--- src/rtl/uart_rx.sv ---
// 8N1 UART receiver: 2-FF input synchronizer, mid-bit sampling at a fixed integer
// bit period, byte delivery on a valid/ready stream with framing and overrun pulses.
module uart_rx #(
  parameter int unsigned CLOCK_FREQUENCY = 100_000_000,
  parameter int unsigned BAUD_RATE       = 115200
) (
  input  logic       clk,
  input  logic       rst,
  input  logic       rxd,
  output logic [7:0] rx_data,
  output logic       rx_valid,
  input  logic       rx_ready,
  output logic       frame_err,
  output logic       overrun,
  output logic       busy
);

  localparam int unsigned CLKS_PER_BIT = CLOCK_FREQUENCY / BAUD_RATE;
  localparam int unsigned HALF         = CLKS_PER_BIT / 2;
  localparam int unsigned CNT_W        = $clog2(CLKS_PER_BIT);
  localparam logic [CNT_W-1:0] CNT_LAST  = CNT_W'(CLKS_PER_BIT - 1);
  localparam logic [CNT_W-1:0] HALF_LAST = CNT_W'(HALF - 1);

  typedef enum logic [2:0] {
    IDLE      = 3'd0,
    START     = 3'd1,
    DATA      = 3'd2,
    STOP      = 3'd3,
    WAIT_HIGH = 3'd4
  } state_t;

  state_t           state;
  logic             sync1;
  logic             rxd_s;
  logic [CNT_W-1:0] cnt;
  logic [2:0]       bit_idx;
  logic [7:0]       shreg;

  // Two-flop synchronizer; resets to the idle-high line level.
  always_ff @(posedge clk) begin
    if (rst) begin
      sync1 <= 1'b1;
      rxd_s <= 1'b1;
    end else begin
      sync1 <= rxd;
      rxd_s <= sync1;
    end
  end

  // Receive FSM with registered stream outputs and error pulses.
  always_ff @(posedge clk) begin
    if (rst) begin
      state     <= IDLE;
      cnt       <= '0;
      bit_idx   <= '0;
      shreg     <= '0;
      rx_data   <= '0;
      rx_valid  <= 1'b0;
      frame_err <= 1'b0;
      overrun   <= 1'b0;
      busy      <= 1'b0;
    end else begin
      frame_err <= 1'b0;
      overrun   <= 1'b0;
      if (rx_valid && rx_ready) begin
        rx_valid <= 1'b0;
      end
      case (state)
        IDLE: begin
          cnt     <= '0;
          bit_idx <= '0;
          if (!rxd_s) begin
            state <= START;
            busy  <= 1'b1;
          end
        end
        START: begin
          if (cnt == HALF_LAST) begin
            cnt <= '0;
            if (rxd_s) begin
              state <= IDLE;
              busy  <= 1'b0;
            end else begin
              state <= DATA;
            end
          end else begin
            cnt <= cnt + 1'b1;
          end
        end
        DATA: begin
          if (cnt == CNT_LAST) begin
            cnt     <= '0;
            shreg   <= {rxd_s, shreg[7:1]};
            bit_idx <= bit_idx + 1'b1;
            if (bit_idx == 3'd7) begin
              state <= STOP;
            end
          end else begin
            cnt <= cnt + 1'b1;
          end
        end
        STOP: begin
          if (cnt == CNT_LAST) begin
            cnt <= '0;
            if (rxd_s) begin
              state <= IDLE;
              busy  <= 1'b0;
              // A held byte is replaced only if it is being consumed this cycle.
              if (!rx_valid || rx_ready) begin
                rx_data  <= shreg;
                rx_valid <= 1'b1;
              end else begin
                overrun <= 1'b1;
              end
            end else begin
              frame_err <= 1'b1;
              state     <= WAIT_HIGH;
            end
          end else begin
            cnt <= cnt + 1'b1;
          end
        end
        WAIT_HIGH: begin
          if (rxd_s) begin
            state <= IDLE;
            busy  <= 1'b0;
          end
        end
        default: begin
          state <= IDLE;
          busy  <= 1'b0;
        end
      endcase
    end
  end

endmodule

--- config.mk ---
export PLATFORM = sky130hd
export DESIGN_NAME = uart_rx
export DESIGN_NICKNAME = d
export VERILOG_FILES = /design/src/rtl/uart_rx.sv
export SDC_FILE = /design/constraint.sdc
export NUM_CORES = 1
export LEC_CHECK = 0
export ABC_AREA = 1
export CAP_MARGIN = 5
export CORE_MARGIN = 10
export CORE_UTILIZATION = 55
export DETAILED_ROUTE_END_ITERATION = 10
export PLACE_DENSITY = 0.77
export SYNTH_ARGS = -nofsm -noshare
export SYNTH_HDL_FRONTEND = slang
export SYNTH_SLANG_ARGS = --single-unit
--- constraint.sdc ---
create_clock -name clk -period 2.7 [get_ports clk]
set_input_delay 0.675 -clock clk [delete_from_list [all_inputs] [get_ports clk]]
set_output_delay 0.675 -clock clk [all_outputs]
set_load 0.01 [all_outputs]
==> impl_metrics.py <==
metrics = {
    "yosys": {
        "synthesis.area_per_instance_um2": 6.99,
        "synth_sequential_area_ratio": 0.424,
        "ys.warnings.count": 0,
        "synth-async-reset-ratio": 0,
        "synthesis.instances": 257,
        "synth.top_cell.area_share": 0.424,
        "synth.area.top_cells": "sky130_fd_sc_hd__dfxtp_1 42%, sky130_fd_sc_hd__nand2_1 14%, sky130_fd_sc_hd__a21oi_1 7.0%",
        "synth_top_flop_cell": "sky130_fd_sc_hd__dfxtp_1",
        "post_synth_design_cell_area_mm2": 0.00180,
        "netlist.top_cell.by_area": "sky130_fd_sc_hd__dfxtp_1",
        "synth_edf_count": 0,
        "postSynthNetCount": 265,
        "synthDistinctLibCells": 27,
        "ys_ff_latch": 38,
    },
    "placed_design": {
        "detailedPlacementHpwl_mm": 2.51,
        "buffer_ports.inserted": 15,
        "gpl_congestion": 0.851,
    },
    "global_routing": {
        "first_pass_grt_wire_length_mm": 6.14,
        "grt_start_max_net_pins": 22,
        "globalRouteTotalUtil": 0.119,
        "grt_overflow": 0,
        "grt_antenna_before_repair": 0,
        "grt_pass1_vias": 1404,
    },
    "worst_hold_path": {
        "min-delay-start": "sync1$_SDFF_PP1_",
        "hold_depth": 1,
        "hold_end": "rxd_s$_SDFF_PP1_",
        "min-delay-path-class": "reg -> reg",
    },
    "setup_path": {
        "slowest_stage": "sky130_fd_sc_hd__clkdlybuf4s50_1",
        "timing.rr.end": "busy$_SDFFE_PP0P_",
        "crit-reg2reg-launch": "state[2]$_SDFFE_PP0P_",
        "cp.depth": 1,
        "timing.critical_path.from_type": "register",
        "critical_path_class": "reg -> out",
        "r2r_slack_ps": 930,
        "worstPathArrival_ps": 1230,
        "r2r.worst_path.cells": 9,
        "worst-path-buf-inv": 1,
        "critPathCaptureType": "output port",
        "critPathMaxFanout": 2,
        "max_stage_delay_ps": 550,
        "worst-endpoint-required_ps": 2030,
        "cp_cell_sequence": "clkdlybuf4s50_1",
        "gate_family_responsible_for_the_most_delay_along_the_worst_path": "buffers and inverters",
    },
    "pwr": {
        "totalPowerFinal_mw": 1.27,
        "power_density_mw_per_mm2": 630,
        "leakage_nw": 0.928,
        "maximum_vdd_drop_mv": 0.417,
    },
    "outcome": {
        "status": "completed",
    },
    "die": {
        "dieArea_mm2": 0.00595,
        "die_h_um": 77.1,
        "io_pins": 16,
        "floorplan.rows": 20,
        "initial_utilization": 0.583,
        "placeableCoreArea_mm2": 0.00308,
        "die_w_um": 77.1,
    },
    "layout": {
        "n_fill_cell": 283,
        "leading_cell_type_in_the_layout_fill_and_taps_excluded": "sky130_fd_sc_hd__nand2_1",
        "syn_to_final_growth_pct": 12.5,
        "mostFrequentLayoutCells": "68 x sky130_fd_sc_hd__nand2_1, 38 x sky130_fd_sc_hd__dfxtp_1, 33 x sky130_fd_sc_hd__inv_1, 29 x sky130_fd_sc_hd__nor2_1, 25 x sky130_fd_sc_hd__a21oi_1",
        "fin_nets": 282,
        "layout-drive-gt1-share": 0.110,
        "antenna_cells_inserted": 0,
    },
    "sta": {
        "final_hold_viol_count": 0,
        "max_slew.worst_pin.slew_ps": 486,
        "final.period_utilization": 0.706,
        "finalMaxSlewViolations": 0,
        "unrepaired_setup_endpoints_after_global_routing": "false",
        "finalSetupViolations": 0,
        "layout_min_cycle_time_ps": 1910,
        "max_clock_freq_mhz": 525,
        "total_negative_setup_slacks_ps": 0,
        "worst_clock_skew_ps": 9.31,
        "maxSlewHeadroom": 0.675,
    },
    "cts": {
        "cts_hold_buffers": 0,
        "cts_tree": "yes",
        "cts-root-buf": "sky130_fd_sc_hd__clkbuf_4",
        "cts_repair_resize_count": 0,
        "clockBufferDepth": 2,
        "clk-insertion-delay-late_ps": 340,
        "htree_levels": 2,
        "numCtsBuffers": 5,
        "post-cts-setup-buffers": 0,
        "clkSlewWorstSetupHoldPaths_ps": 90,
        "cts_sinks": 38,
    },
    "routing": {
        "ant_nets": 0,
        "drc": 0,
        "average_routed_wire_per_standard_cell_um": 10.7,
        "drt_iter0_drc": 136,
        "avgViaCountPerCell": 4.83,
        "drtPass1Iterations": 4,
        "routed_wl_mm": 3.41,
        "route.vias.total": 1531,
    },
    "job": {
        "max_cap_viols": 0,
    },
}
==> through the flow <==
| step | hold WS (ps) | util | cell area (µm²) | setup slack (ps) | std cells |
|---|---|---|---|---|---|
| after floorplan | 389 | - | 1800 | 1200 | 257 |
| after global placement | 393 | 0.640 | 1970 | 795 | 311 |
| after detailed placement | 399 | 0.640 | 1970 | 750 | 311 |
| after CTS | 426 | 0.657 | 2020 | 779 | 317 |
| after global routing | 439 | 0.657 | 2020 | 741 | 317 |
| final | 421 | 0.657 | 2020 | 794 | 317 |
==> cells by family (layout without fill, tap and decap cells) <==
group,after synthesis,count (layout),synth area share
simple gates,133,133,0.334
xor+xnor,2,2,0.00976
flops,38,38,0.424
compound gates,35,35,0.101
fa+ha+maj,4,4,0.0279
buf+inv,45,61,0.104
==> power by group <==
| group | internal (mW) | leakage [nW] | switching [mW] |
|---|---|---|---|
| Sequential | 0.594 | 0.307 | 0.0297 |
| Clock | 0.117 | 0.0302 | 0.166 |
| Combinational | 0.122 | 0.590 | 0.246 |
==> routing by layer <==
metal | track usage | up-vias | wire length [µm]
li1 | - | 828 | -
met1 | 0.157 | 668 | 1710
met2 | 0.176 | 27 | 1480
met3 | 0.0420 | 8 | 159
met4 | 0.0383 | 0 | 59
met5 | 0 | - | 0
==> worst max path at each step <==
stage	startpoint	end	slack [ps]
after floorplan	cnt[0]$_SDFFE_PP0P_	rx_data[1]$_SDFFE_PP0P_	1200
after global placement	rst	cnt[5]$_SDFFE_PP0P_	800
after detailed placement	rst	cnt[5]$_SDFFE_PP0P_	750
after CTS	busy$_SDFFE_PP0P_	busy	780
after global routing	busy$_SDFFE_PP0P_	busy	740
final	busy$_SDFFE_PP0P_	busy	790
==> synth_stat cells (2+ instances only) <==
| master | count |
|---|---|
| sky130_fd_sc_hd__nand2_4 | 2 |
| sky130_fd_sc_hd__nand3_1 | 12 |
| sky130_fd_sc_hd__buf_6 | 2 |
| sky130_fd_sc_hd__inv_2 | 5 |
| sky130_fd_sc_hd__nor2_4 | 2 |
| sky130_fd_sc_hd__o21ai_0 | 7 |
| sky130_fd_sc_hd__nand2_1 | 68 |
| sky130_fd_sc_hd__inv_1 | 33 |
| sky130_fd_sc_hd__nand2_2 | 5 |
| sky130_fd_sc_hd__nor3_1 | 7 |
| sky130_fd_sc_hd__nor2_2 | 3 |
| sky130_fd_sc_hd__dfxtp_1 | 38 |
| sky130_fd_sc_hd__nor2_1 | 29 |
| sky130_fd_sc_hd__clkbuf_1 | 3 |
| sky130_fd_sc_hd__or2_2 | 2 |
| sky130_fd_sc_hd__ha_1 | 4 |
| sky130_fd_sc_hd__a21oi_1 | 25 |
==> layout make-up <==
class	instances	area, µm²	area share
flip-flops and latches	38	761	0.376
inverters	39	148	0.0731
well taps	44	55.1	0.0272
clock buffers	6	51.3	0.0254
multi-input cells	174	848	0.420
repair buffers	16	158	0.0780
==> registers in the layout, indices dropped and copies added (netlist names) <==
name       flops
busy           1
rx_data        8
frame_err      1
sync1          1
rxd_s          1
rx_valid       1
cnt           10
shreg          8
state          3
overrun        1
bit_idx        3
Power figures use the tool's default switching activity.
